### config.mk
export PLATFORM = sky130hd
export DESIGN_NAME = uart_tx_arbiter
export DESIGN_NICKNAME = d
export VERILOG_FILES = /design/src/rtl/uart_tx_arbiter.sv
export SDC_FILE = /design/constraint.sdc
export NUM_CORES = 1
export LEC_CHECK = 0
export ABC_AREA = 1
export BUFFER_PORTS_ARGS = -buffer_cell sky130_fd_sc_hd__buf_4
export CAP_MARGIN = 5
export CORE_ASPECT_RATIO = 0.5
export CORE_MARGIN = 2
export CORE_UTILIZATION = 51
export DETAILED_ROUTE_END_ITERATION = 10
export PLACE_DENSITY = 0.81
export SLEW_MARGIN = 5
export SYNTH_ARGS = -nofsm -noshare
export SYNTH_HDL_FRONTEND = slang
export SYNTH_SLANG_ARGS = --single-unit
### constraint.sdc
create_clock -name clk -period 2 [get_ports clk]
set_clock_uncertainty 0.15 [all_clocks]
set_input_delay 0 -clock clk [delete_from_list [all_inputs] [get_ports clk]]
set_output_delay 0 -clock clk [all_outputs]
set_load 0.05 [all_outputs]
### src/rtl/uart_tx_arbiter.sv
// Round-robin arbiter sharing one UART transmit byte port among NR packet sources.
// Grants change only at packet boundaries; an optional header byte tags each packet's source.
module uart_tx_arbiter #(
    parameter int         NR        = 4,
    parameter bit         HEADER_EN = 1'b1,
    parameter logic [3:0] HDR_TAG   = 4'hA,
    parameter int         TIMEOUT   = 1000
) (
    input  logic                  clk,
    input  logic                  rst,
    input  logic [NR-1:0]         req_valid,
    input  logic [NR-1:0][7:0]    req_data,
    input  logic [NR-1:0]         req_last,
    output logic [NR-1:0]         req_ready,
    output logic                  out_valid,
    output logic [7:0]            out_data,
    input  logic                  out_ready,
    output logic [$clog2(NR)-1:0] grant_id,
    output logic                  busy,
    output logic                  timeout_err,
    output logic [15:0]           pkt_count
);

    localparam int GW = $clog2(NR);
    localparam int SW = (TIMEOUT > 1) ? $clog2(TIMEOUT) : 1;
    localparam logic [SW-1:0] STALL_MAX = (TIMEOUT > 0) ? SW'(TIMEOUT - 1) : '0;

    localparam logic [1:0] S_IDLE    = 2'd0;
    localparam logic [1:0] S_HEADER  = 2'd1;
    localparam logic [1:0] S_PAYLOAD = 2'd2;

    logic [1:0]    state_q, state_d;
    logic [GW-1:0] last_grant_q, last_grant_d;
    logic [GW-1:0] grant_id_q, grant_id_d;
    logic [SW-1:0] stall_q, stall_d;
    logic [15:0]   pkt_count_q, pkt_count_d;

    logic [GW-1:0] win;
    logic [GW-1:0] cand;
    logic          found;
    int            idx;

    // Rotating search starting just after the last winner.
    always_comb begin
        win   = last_grant_q;
        found = 1'b0;
        cand  = '0;
        idx   = 0;
        for (int i = 1; i <= NR; i++) begin
            idx  = (int'(last_grant_q) + i) % NR;
            cand = GW'(idx);
            if (!found && req_valid[cand]) begin
                found = 1'b1;
                win   = cand;
            end
        end
    end

    always_comb begin
        state_d      = state_q;
        last_grant_d = last_grant_q;
        grant_id_d   = grant_id_q;
        stall_d      = '0;
        pkt_count_d  = pkt_count_q;
        out_valid    = 1'b0;
        out_data     = '0;
        req_ready    = '0;
        timeout_err  = 1'b0;
        unique case (state_q)
            S_IDLE: begin
                if (found) begin
                    grant_id_d   = win;
                    last_grant_d = win;
                    state_d      = HEADER_EN ? S_HEADER : S_PAYLOAD;
                end
            end
            S_HEADER: begin
                out_valid = 1'b1;
                out_data  = {HDR_TAG, 4'(grant_id_q)};
                if (out_ready) begin
                    state_d = S_PAYLOAD;
                end
            end
            S_PAYLOAD: begin
                out_valid             = req_valid[grant_id_q];
                out_data              = req_data[grant_id_q];
                req_ready[grant_id_q] = out_ready;
                stall_d               = stall_q;
                if (req_valid[grant_id_q] && out_ready) begin
                    stall_d = '0;
                    if (req_last[grant_id_q]) begin
                        pkt_count_d = pkt_count_q + 16'd1;
                        state_d     = S_IDLE;
                    end
                end else if (!req_valid[grant_id_q]) begin
                    // Only a silent source counts as a stall, not backpressure.
                    if (TIMEOUT != 0 && stall_q == STALL_MAX) begin
                        timeout_err = 1'b1;
                        stall_d     = '0;
                        state_d     = S_IDLE;
                    end else begin
                        stall_d = stall_q + SW'(1);
                    end
                end
            end
            default: begin
                state_d = S_IDLE;
            end
        endcase
    end

    always_ff @(posedge clk) begin
        if (rst) begin
            state_q      <= S_IDLE;
            last_grant_q <= GW'(NR - 1);
            grant_id_q   <= '0;
            stall_q      <= '0;
            pkt_count_q  <= '0;
        end else begin
            state_q      <= state_d;
            last_grant_q <= last_grant_d;
            grant_id_q   <= grant_id_d;
            stall_q      <= stall_d;
            pkt_count_q  <= pkt_count_d;
        end
    end

    assign grant_id = grant_id_q;
    assign busy     = (state_q != S_IDLE);
    assign pkt_count = pkt_count_q;

endmodule

==> metrics.log <==
INFO  metric outcome = finished clean
INFO  metric multi_input_comb_area = 1450 µm²
INFO  metric regArea = 647 µm²
INFO  metric yosysWarnings = 0
INFO  metric routed_wire_length_per_instance = 13.1 µm
INFO  metric crit-reg2reg-capture = last_grant_q[0]
INFO  metric clock_sinks = 32
INFO  metric whs = 0.0464 ns
INFO  metric syn_inst = 357
INFO  metric tightestPinTransition = 0.499 ns
INFO  metric drv.max_cap_violation_count = 0
INFO  metric worst_ep_required_time = 1.85 ns
INFO  metric cts_max_level = 2
INFO  metric core_area = 4340 µm²
INFO  metric synth.avg_cell_area = 6.33 µm²
INFO  metric dp_hpwl = 5080 µm
INFO  metric layout.cells.most_common_list = 101 x sky130_fd_sc_hd__nand2_1, 82 x sky130_fd_sc_hd__buf_4, 40 x sky130_fd_sc_hd__inv_1
INFO  metric mappedNetlistArea = 2260 µm²
INFO  metric die_width = 98.2 µm
INFO  metric routed-via-count = 2646
INFO  metric period_minus_slack = 1.90 ns
INFO  metric hold_path_startpoint = req_valid[0]
INFO  metric path_class = flop to output port
INFO  metric cts.clk_slew.worst_paths = 0.07 ns
INFO  metric io_pins = 76
INFO  metric grt_antenna_before_repair = 0
INFO  metric slack_of_the_worst_reg_to_reg_path = 0.17 ns
INFO  metric critPathMaxFanout = 10
INFO  metric placement_rows = 17
INFO  metric mostFrequentLayoutCell = sky130_fd_sc_hd__nand2_1
INFO  metric numPortBuffers = 75
INFO  metric synth.lib_cells_used.distinct = 38
INFO  metric power.density_cell_area = 1010 nW/µm²
INFO  metric mappedNetlistNets = 406
INFO  metric dpl-instance-area = 2940 µm²
INFO  metric worst-r2r-cell-count = 11
INFO  metric clock_insertion_delay_worst_skew = 0.29 ns
INFO  metric reg2reg_start = last_grant_q[1]
INFO  metric final_layout_size_suffix_gt1_share = 27.3%
INFO  metric hold_depth = 4
INFO  metric via_per_inst = 5.33
INFO  metric synth_largest_area_cell = sky130_fd_sc_hd__dfxtp_1
INFO  metric report.final.slew_viol_count = 0
INFO  metric timing.setup.tns = 0 ns
INFO  metric clock_path_buffers = 2
INFO  metric hold_path_sink = grant_id[1]
INFO  metric antenna_violating_nets_post_route = 0
INFO  metric worst_ir_drop_vdd = 462 µV
INFO  metric place.detailed.instances = 485
INFO  metric cp_slowest_stage_delay = 0.39 ns
INFO  metric synth.yosys.seq_area_share = 28.3%
INFO  metric layout_worst_path_cycle_share = 95.0%
INFO  metric drt_drc_violations_left = 0
INFO  metric setup_viol = 0
INFO  metric detail_route.wirelength = 6510 µm
INFO  metric fillers = 375
INFO  metric initial_core_util = 52.1%
INFO  metric post_layout_nonfiller_instances = 496
INFO  metric share_of_yosys_cell_area_claimed_by_the_top_area_cell_type = 28.3%
INFO  metric fmax = 0.526 GHz
INFO  metric first_pass_detailed_route_iteration_total = 5
INFO  metric critPathSlowestCell = sky130_fd_sc_hd__dfxtp_4
INFO  metric drt-initial-drc-count = 133
INFO  metric fp.dieArea = 5010 µm²
INFO  metric area_delta_synth_final = 36.7%
INFO  metric final_cell_area = 3090 µm²
INFO  metric synthTopCellsByArea = sky130_fd_sc_hd__dfxtp_1 28%, sky130_fd_sc_hd__nand2_1 17%, sky130_fd_sc_hd__inv_1 6.8%, sky130_fd_sc_hd__nand3_1 5.8%, sky130_fd_sc_hd__a21oi_1 4.9%
INFO  metric gpl.final_weighted_congestion = 0.901
INFO  metric num_antenna_cells = 0
INFO  metric fin_nets = 487
INFO  metric first_global_vias = 2478
INFO  metric crit_path_cell_trace = inv_2 > buf_4 > nand2_1 > inv_2 > a221oi_1 > o22ai_2 > buf_4
INFO  metric holdCritPathClass = input port to flop
INFO  metric timing.slew.headroom = 66.3%
INFO  metric cts_root_buf = sky130_fd_sc_hd__clkbuf_8
INFO  metric worstPathArrival = 1.75 ns
INFO  metric final-hold-violation-count = 0
INFO  metric cts-buffers-inserted = 5
INFO  metric setup.worst_path.start_class = flop
INFO  metric grt_max_degree = 13
INFO  metric chipHeight = 51.1 µm
INFO  metric tritoncts_clock_tree = yes
INFO  metric layout.core_utilization = 71.3%
INFO  metric globalRouteTotalUtil = 27.0%
INFO  metric grt_setup_unrepaired = yes
INFO  metric synth.ff_latch_count = 32
INFO  metric grt_first_pass_wirelength = 10800 µm
INFO  metric power_leakage = 0.00138 µW
INFO  metric cp_endpoint_kind = output port
INFO  metric grt_remaining_overflow = 0
[critical path, delay by kind of cell (launching register included)]
family	cells	cell delay, ns
buf+inv	4	0.55
flops	1	0.39
compound gates	2	0.41
simple gates	1	0.10
[cell type report]
type                            instances  share of cell area, %
Timing Repair Buffer                   85                   20.9
Inverter                               45                   5.46
Clock inverter                          2                   1.13
Tap cell                               57                   2.31
Sequential cell                        32                   20.9
Multi-Input combinational cell        269                   46.9
Clock buffer                            6                   2.35
[state kept, by name (all words and copies together), names as in the netlist]
name and cells:
last_grant_q 2, grant_id 2, pkt_count 16, state_q 2, stall_q 10
[synth_stat cells]
master	n
sky130_fd_sc_hd__and2_1	1
sky130_fd_sc_hd__buf_2	2
sky130_fd_sc_hd__buf_4	3
sky130_fd_sc_hd__buf_6	2
sky130_fd_sc_hd__nand2_2	2
sky130_fd_sc_hd__a21oi_1	22
sky130_fd_sc_hd__and3_1	1
sky130_fd_sc_hd__nand3_2	2
sky130_fd_sc_hd__nor2_2	2
sky130_fd_sc_hd__o21ai_1	8
sky130_fd_sc_hd__o211ai_1	3
sky130_fd_sc_hd__o22ai_1	2
sky130_fd_sc_hd__a211oi_1	1
sky130_fd_sc_hd__xor2_1	7
sky130_fd_sc_hd__mux2i_1	1
sky130_fd_sc_hd__o311ai_0	1
sky130_fd_sc_hd__a221oi_1	4
sky130_fd_sc_hd__nor2_4	1
sky130_fd_sc_hd__a22oi_1	4
sky130_fd_sc_hd__clkbuf_1	4
sky130_fd_sc_hd__nand2_1	102
sky130_fd_sc_hd__inv_2	4
sky130_fd_sc_hd__nor3_2	1
sky130_fd_sc_hd__o21bai_1	1
sky130_fd_sc_hd__inv_1	41
sky130_fd_sc_hd__a31oi_1	5
sky130_fd_sc_hd__nor3_1	7
sky130_fd_sc_hd__nand3_1	26
sky130_fd_sc_hd__nor3b_1	1
sky130_fd_sc_hd__ha_1	6
sky130_fd_sc_hd__nor2_1	28
sky130_fd_sc_hd__o221ai_1	1
sky130_fd_sc_hd__nor3_4	1
sky130_fd_sc_hd__xnor2_1	3
sky130_fd_sc_hd__dfxtp_1	32
sky130_fd_sc_hd__nor4_1	1
sky130_fd_sc_hd__nand4_1	10
sky130_fd_sc_hd__o21ai_0	14
[worst max-delay path by stage]
| stage | startpoint | end | slack (ns) |
|---|---|---|---|
| 6_report | grant_id[0] | out_data[0] | 0.10 |
| 5_1_grt | grant_id[0] | out_valid | -0.0002 |
| 4_1_cts | grant_id[0] | out_data[1] | 0.006 |
| 3_5_place_dp | last_grant_q[0] | last_grant_q[0] | 0.06 |
| 3_3_place_gp | last_grant_q[0] | last_grant_q[0] | 0.15 |
| 2_1_floorplan | grant_id[0] | timeout_err | -0.26 |
[where the power goes]
part | total [µW] | leakage (µW) | switching [µW] | internal (µW)
Clock | 622 | 0.0000552 | 252 | 369
Combinational | 1730 | 0.00107 | 1160 | 573
Sequential | 781 | 0.000260 | 79.7 | 701
[cell families after synthesis]
| family | count (synthesis) | share of synthesized area, % |
|---|---|---|
| flops | 32 | 28.3 |
| xor+xnor | 10 | 3.87 |
| fa+ha+maj | 6 | 3.32 |
| mux | 1 | 0.443 |
| buf+inv | 56 | 10.6 |
| simple gates | 186 | 36.5 |
| compound gates | 66 | 17.0 |
[through the flow]
| stage | worst slack, ns | power, µW |
|---|---|---|
| after CTS | 0.00586 | 3120 |
| final | 0.100 | 3140 |
| after global placement | 0.155 | 2400 |
| after global routing | -0.000223 | 3340 |
| after floorplan | -0.256 | 2050 |
| after detailed placement | 0.0582 | 2470 |
[metal layers]
layer,up-vias,share of wire (%),GRT usage [%]
li1,1350,-,-
met1,1194,43,31.5
met2,92,50,49.0
met3,10,6.5,7.93
met4,0,1.2,8.22
met5,-,0,0
[timing repair]
action                                 in CTS  in global routing
endpoints found under the hold margin      13                  0
setup buffers                               0                  1
hold buffers                                2                  0
resized for setup                           2                  7
setup endpoints to repair                   9                 17
Power figures use the tool's default switching activity.
